--- src/rtl/hex_display_driver.sv ---
// Multi-digit hexadecimal seven-segment driver.
// Captures a packed nibble value on load, then drives registered segment codes
// with leading-zero blanking, per-digit enable, per-digit blinking and a load
// acknowledge that coincides with the first cycle showing the new value.
module hex_display_driver #(
  parameter int NUM_DIGITS = 6,
  parameter int BLINK_DIV  = 25000000,
  parameter bit ACTIVE_LOW = 1'b1
) (
  input  logic                    clk,
  input  logic                    reset_n,
  input  logic [4*NUM_DIGITS-1:0] value,
  input  logic                    load,
  input  logic [NUM_DIGITS-1:0]   digit_en,
  input  logic                    blank_lz,
  input  logic [NUM_DIGITS-1:0]   blink_mask,
  output logic [7*NUM_DIGITS-1:0] seg,
  output logic                    load_ack
);

  localparam int               CNT_W      = (BLINK_DIV > 1) ? $clog2(BLINK_DIV) : 1;
  localparam logic [CNT_W-1:0] CNT_MAX    = CNT_W'(BLINK_DIV - 1);
  localparam logic [6:0]       BLANK_CODE = ACTIVE_LOW ? 7'h7F : 7'h00;

  // Active-low {g,f,e,d,c,b,a} pattern for one hex nibble.
  function automatic logic [6:0] decode_low(input logic [3:0] nib);
    logic [6:0] code;
    case (nib)
      4'h0:    code = 7'b1000000;
      4'h1:    code = 7'b1111001;
      4'h2:    code = 7'b0100100;
      4'h3:    code = 7'b0110000;
      4'h4:    code = 7'b0011001;
      4'h5:    code = 7'b0010010;
      4'h6:    code = 7'b0000010;
      4'h7:    code = 7'b1111000;
      4'h8:    code = 7'b0000000;
      4'h9:    code = 7'b0010000;
      4'hA:    code = 7'b0001000;
      4'hB:    code = 7'b0000011;
      4'hC:    code = 7'b1000110;
      4'hD:    code = 7'b0100001;
      4'hE:    code = 7'b0000110;
      default: code = 7'b0001110;
    endcase
    return code;
  endfunction

  // Converts an active-low pattern to the board's drive polarity.
  function automatic logic [6:0] apply_polarity(input logic [6:0] code_low);
    return ACTIVE_LOW ? code_low : ~code_low;
  endfunction

  logic [4*NUM_DIGITS-1:0] value_p1;
  logic                    vld_p1;
  logic [CNT_W-1:0]        blink_cnt;
  logic                    blink_phase;
  logic [7*NUM_DIGITS-1:0] seg_next;

  // ---- stage 1: capture the value and remember that a load happened ----
  // Capture register and pending-acknowledge flag.
  always_ff @(posedge clk or negedge reset_n) begin
    if (!reset_n) begin
      value_p1 <= '0;
      vld_p1   <= 1'b0;
    end else begin
      if (load) value_p1 <= value;
      vld_p1 <= load;
    end
  end

  // Free-running blink divider; a load restarts it so fresh data shows lit.
  always_ff @(posedge clk or negedge reset_n) begin
    if (!reset_n) begin
      blink_cnt   <= '0;
      blink_phase <= 1'b0;
    end else if (load) begin
      blink_cnt   <= '0;
      blink_phase <= 1'b0;
    end else if (blink_cnt == CNT_MAX) begin
      blink_cnt   <= '0;
      blink_phase <= ~blink_phase;
    end else begin
      blink_cnt   <= blink_cnt + CNT_W'(1);
    end
  end

  // Per-digit decode with enable, blink and leading-zero blanking; the scan
  // runs from the top digit down so "all higher digits zero" accumulates.
  always_comb begin
    logic upper_zero;
    logic blank;
    seg_next   = '0;
    upper_zero = 1'b1;
    for (int i = NUM_DIGITS - 1; i >= 0; i--) begin
      upper_zero = upper_zero && (value_p1[4*i +: 4] == 4'h0);
      blank = !digit_en[i] || (blink_mask[i] && blink_phase) ||
              (blank_lz && (i != 0) && upper_zero);
      seg_next[7*i +: 7] = blank ? BLANK_CODE : apply_polarity(decode_low(value_p1[4*i +: 4]));
    end
  end

  // ---- stage 2: registered segment outputs and load acknowledge ----
  // Output register; reset shows every digit blank.
  always_ff @(posedge clk or negedge reset_n) begin
    if (!reset_n) begin
      seg      <= {NUM_DIGITS{BLANK_CODE}};
      load_ack <= 1'b0;
    end else begin
      seg      <= seg_next;
      load_ack <= vld_p1;
    end
  end

endmodule

--- config.mk ---
export PLATFORM = sky130hd
export DESIGN_NAME = hex_display_driver
export DESIGN_NICKNAME = d
export VERILOG_FILES = /design/src/rtl/hex_display_driver.sv
export SDC_FILE = /design/constraint.sdc
export NUM_CORES = 1
export LEC_CHECK = 0
export BUFFER_PORTS_ARGS = -buffer_cell sky130_fd_sc_hd__buf_2
export CELL_PAD_IN_SITES_DETAIL_PLACEMENT = 1
export CELL_PAD_IN_SITES_GLOBAL_PLACEMENT = 1
export CORE_ASPECT_RATIO = 0.5
export CORE_MARGIN = 4
export CORE_UTILIZATION = 30
export CTS_CLUSTER_DIAMETER = 200
export CTS_CLUSTER_SIZE = 20
export DETAILED_ROUTE_END_ITERATION = 7
export PLACE_DENSITY = 0.68
export SLEW_MARGIN = 20
export SYNTH_ARGS = -nofsm -noshare
export SYNTH_HDL_FRONTEND = slang
export SYNTH_SLANG_ARGS = --single-unit
--- constraint.sdc ---
create_clock -name clk -period 4.13 [get_ports clk]
set_clock_uncertainty 0.1 [all_clocks]
set_input_delay 0.413 -clock clk [delete_from_list [all_inputs] [get_ports clk]]
set_output_delay 0.413 -clock clk [all_outputs]
set_load 0.01 [all_outputs]
Word-level counts from Yosys, hierarchy flattened
Memories as Yosys holds them, arrays and structs flattened.
Cells that the tools add are included.
{"block": "op_classes", "n_addsub": 1, "eq_ne": 1, "muxes": 10, "bitwise_logic": 1, "reduce_logical": 38}
{"cell": "25-bit 2-to-1 mux", "count": 2}
{"cell": "7-bit 2-to-1 mux", "count": 6}
{"cell": "25-bit by 1-bit adder with 25-bit output (second input constant)", "count": 1}
{"cell": "25-bit == test (second input constant)", "count": 1}
{"cell": "4-bit logical NOT", "count": 5}
{"cell": "1-bit logical AND", "count": 15}
{"cell": "1-bit logical OR", "count": 11}
{"cell": "1-bit logical NOT", "count": 6}
{"cell": "1-bit 2-to-1 mux", "count": 2}
{"cell": "2-bit nonzero test", "count": 1}
{"cell": "1-bit NOT", "count": 1}
{"block": "totals", "reg_bits": 94, "mem_bits_ro": 672, "input_bits": 40, "out_inout_bits": 43, "wordCells": 63, "n_memories": 6}
{"name": "(no name shown)", "words": 16, "word_bits": 7, "read_ports": 1, "rd_ports_with_merged_regs": 0, "wr": 0, "line": "28", "text": "case (nib)"}
{"name": "(no name shown)", "words": 16, "word_bits": 7, "read_ports": 1, "rd_ports_with_merged_regs": 0, "wr": 0, "line": "28"}
{"name": "(no name shown)", "words": 16, "word_bits": 7, "read_ports": 1, "rd_ports_with_merged_regs": 0, "wr": 0, "line": "28"}
{"name": "(no name shown)", "words": 16, "word_bits": 7, "read_ports": 1, "rd_ports_with_merged_regs": 0, "wr": 0, "line": "28"}
{"name": "(no name shown)", "words": 16, "word_bits": 7, "read_ports": 1, "rd_ports_with_merged_regs": 0, "wr": 0, "line": "28"}
{"name": "(no name shown)", "words": 16, "word_bits": 7, "read_ports": 1, "rd_ports_with_merged_regs": 0, "wr": 0, "line": "28"}

Logic depth before layout (Yosys ltp)
{"block": "depth", "word_depth": 8, "ltp_mapped": 7}

Worst setup path after synthesis
Ideal clock, no wire load.
{"block": "synth_timing", "path_kind": "reg2reg", "startpoint": "register value_p1[20]", "endpoint": "register seg[10]", "setup_ns": 0.082, "t_arrival_ns": 1.789, "slack_ns": 2.159, "stages_incl_launch_ff": 7, "n_path_buf": 0, "period_less_slack_ns": 1.971, "cell_sequence": "dfrtp_1 -> inv_1 -> ha_1 -> nor4bb_1 -> nand4_1 -> o311a_1 -> o211ai_1"}
{"block": "synth_between", "elab_chain_len": 8}
{"item": "start: declaration", "line": "54", "text": "logic [4*NUM_DIGITS-1:0] value_p1;"}
{"item": "start signal: assignment", "line": "67", "text": "if (load) value_p1 <= value;"}
{"item": "4-bit logical NOT", "line": "96", "text": "upper_zero = upper_zero && (value_p1[4*i +: 4] == 4'h0);"}
{"item": "1-bit logical AND (4 in a row)", "line": "96"}
{"item": "1-bit logical AND", "line": "98", "text": "(blank_lz && (i != 0) && upper_zero);"}
{"item": "1-bit logical OR", "line": "97", "text": "blank = !digit_en[i] || (blink_mask[i] && blink_phase) ||"}
{"item": "7-bit 2-to-1 mux", "line": "99", "text": "seg_next[7*i +: 7] = blank ? BLANK_CODE : apply_polarity(decode_low(value_p1[4*i +: 4]));"}
{"item": "via seg_next[10]", "line": "58", "text": "logic [7*NUM_DIGITS-1:0] seg_next;"}
{"item": "end signal: assignment", "line": "107", "text": "seg <= {NUM_DIGITS{BLANK_CODE}};"}
{"item": "end signal: assignment", "line": "110", "text": "seg <= seg_next;"}
{"item": "end: declaration", "line": "17", "text": "output logic [7*NUM_DIGITS-1:0] seg,"}
The timed path passes the listed nets, and every way through them passes these cells.
A chain may end at the register's enable or synchronous reset.

Worst setup path in the final report
{"block": "layout_timing", "startpoint": "register blink_cnt[7]", "endpoint": "register blink_cnt[12]"}
{"block": "layout_between", "elab_chain_len": 3}
{"item": "start: declaration", "line": "56", "text": "logic [CNT_W-1:0] blink_cnt;"}
{"item": "start signal: assignment", "line": "84", "text": "blink_cnt <= blink_cnt + CNT_W'(1);"}
{"item": "25-bit by 1-bit adder with 25-bit output or 25-bit == test (tied branches)", "line": "84, 80"}
{"item": "25-bit 2-to-1 mux *", "line": "80", "text": "end else if (blink_cnt == CNT_MAX) begin"}
{"item": "25-bit 2-to-1 mux *", "line": "77", "text": "end else if (load) begin"}
Every way passes the cells marked *; elsewhere a longest branch is shown, timed or not.

==> impl_metrics.tcl <==
set metrics [dict create \
    grt_max_degree 61 \
    crit_slowest_cell "o21bai_2" \
    yosysSeqAreaShare_pct 48.66 \
    insertedDiodeCount 0 \
    nFillCells 1826 \
    post-route-drc-count 0 \
    drt_wl_total_um 12150 \
    first_pass_iters 4 \
    clkTransAtPathRegs_ns 0.06 \
    final_core_util_pct 37.13 \
    cts_hold_buf 0 \
    ys_ff_latch 94 \
    worstMarginPinSlew_ns 1.026 \
    post_cts_buffers 0 \
    yosys-top-cells-area "dfrtp_1, dfstp_2, ha_1, o211ai_1, nand2_1" \
    port_buffers 82 \
    drive_gt1_share_pct 28.42 \
    dpl.hpwl_um 8792 \
    placementRows 32 \
    clock-sinks 94 \
    netlist_instances 490 \
    ys_types 47 \
    fin_setup_tns_ns 0 \
    holdCritPathClass "in2async" \
    grt_pass1_wl_um 20320 \
    cellPowerDensity_mw_per_mm2 402.6 \
    worst_path_largest_cell_delay_ns 0.88 \
    routabilityCongestion 0.7767 \
    grt_pass1_vias 3976 \
    grt_usage_pct 13.08 \
    num_vias 3807 \
    drt-vias-per-instance 4.856 \
    dpl_cell_area_mm2 0.005533 \
    die_h_um 98.76 \
    antenna_left 0 \
    mappedNetlistArea_mm2 0.004942 \
    fin_nets 631 \
    final_cell_mix "buf_2, nand2_1, dfrtp_1" \
    hold_violations 0 \
    cts_resized 0 \
    fin_crit_ns 2.371 \
    use_met3_pct 2.937 \
    end_kind "flop" \
    rsz0062_at_grt "false" \
    cts_max_level 3 \
    slew_headroom_pct 31.58 \
    use_met1_pct 17.52 \
    cp-start-kind "flop" \
    drt_iter0_drc 135 \
    status "finished clean" \
    period_share_pct 57.41 \
    core_mm2 0.01578 \
    crit_required_ns 4.21 \
    clock_path_buffers 2 \
    cts_root_buffer "clkbuf_16" \
    arrival_ns 2.45 \
    setup_violations 0 \
    crit_fanout 24 \
    yosys_warnings 0 \
    io_pins 83 \
    synth_top_area_cell "dfrtp_1" \
    antenna_found_initial 2 \
    numCtsBuffers 9 \
    grt-ovfl-total 0 \
    clock.fmax_mhz 421.8 \
    fin_worst_hold_slack_ns 0.06139 \
    initial_core_util_pct 31.33 \
    tritoncts "built" \
    avgSynthCellArea_um2 10.09 \
    final_cell_area_mm2 0.005857 \
    top_usage_layer "met2" \
    maxCapViolations 0 \
    vdd_ir_drop_max_uv 183.7 \
    path_cells "nor4_1 -> nand4_1 -> o21bai_2 -> nor2_1" \
    die-area_mm2 0.01872 \
    clk_latency_ns 0.34 \
    layout_commonest_cell "buf_2" \
    synthToLayoutAreaGrowth_pct 18.51 \
    slew_violations 0 \
    fp.dieW_um 189.5 \
    grtUsageMet2_pct 21.85 \
    p_leak_nw 2.431 \
    detail_route.wl_per_cell_um 15.49 \
    yosysTopAreaCellShare_pct 26.33 \
    syn-num-nets 562 \
    path_class "reg2reg" \
]
## final cells by class
type / instances / area (um2) / share of cell area [%]
clock buffer: 12 / 256.5 / 4.379
clock inverter: 3 / 67.56 / 1.154
inverter: 18 / 67.56 / 1.154
multi-input combinational: 353 / 2364 / 40.35
sequential: 94 / 2405 / 41.06
tap: 221 / 276.5 / 4.721
timing repair buffer: 83 / 420.4 / 7.178
## state kept, by name, indices dropped and copies added, names as in the netlist
register	flops
blink_cnt	25
blink_phase	1
load_ack	1
seg	42
value_p1	24
vld_p1	1
## cell usage after synthesis, drive strengths merged
library cell and instances:
nand2 67, dfrtp 52, dfstp 42, o211ai 40, ha 32, o21ai 28
nor2 24, clkbuf 22, inv 18, a21oi 17, nand3 17, mux2 14
nand2b 13, xnor2 12, o21a 10, nand4 7, nor2b 7, nand3b 6
or3 6, or4 6, mux2i 5, nor4 5, o31ai 5, a21boi 3
and3 3, buf 3, nor3 3, nor3b 3, or2 3, xor2 3
a211oi 2, and4 2, o311ai 2, a31oi 1, and2 1, and4b 1
nor4b 1, nor4bb 1, o21bai 1, o311a 1, o31a 1
## cells by family after synthesis
kind of cell	share of synthesized area (%)
buffers and inverters	3.595
AO/OA/AOI/OAI	14.68
multiplexers	4.203
AND/OR/NAND/NOR	18.10
XOR/XNOR	2.658
adder cells (fa/ha/maj)	8.101
flip-flops	48.66
## final timing paths
kind	start	endpoint	slack (ns)	cells after the start
setup / recovery	blink_cnt[7]	blink_cnt[12]	1.76	4
hold reg to reg	vld_p1	load_ack	0.25	0
max in group asynchronous	reset_n	seg[3]	2.86	2
min in group clk	value[4]	value_p1[4]	0.18	3
hold / removal	reset_n	value_p1[20]	0.06	1
setup reg to reg	blink_cnt[7]	blink_cnt[12]	1.76	4
## power by group
group / leakage [nW] / switching, W / total, W / internal [W]
combinational: 1.16 / 0.000188 / 0.000340 / 0.000152
clock: 0.155 / 0.000345 / 0.000906 / 0.000561
sequential: 1.11 / 0.0000836 / 0.00111 / 0.00103
## layer usage
layer	part of all wire, %	routed length [um]
met1	49	5917
met5	0.12	15
met4	0.96	116
met3	2.3	280
met2	48	5815
## worst max-delay path: cells and delay by family (launching register included)
family / cells / cell delay (ns)
AND/OR/NAND/NOR: 3 / 0.78
AO/OA/AOI/OAI: 1 / 0.88
flip-flops: 1 / 0.45
## stage by stage
step / setup WS, ns / power [W] / cells
2_1_floorplan: 2.159 / 0.001324 / 490
3_3_place_gp: 1.804 / 0.001466 / 769
3_5_place_dp: 1.755 / 0.001474 / 769
4_1_cts: 1.713 / 0.002392 / 784
5_1_grt: 1.488 / 0.002479 / 784
6_report: 1.759 / 0.002358 / 784
(Power assumes the default switching activity.)
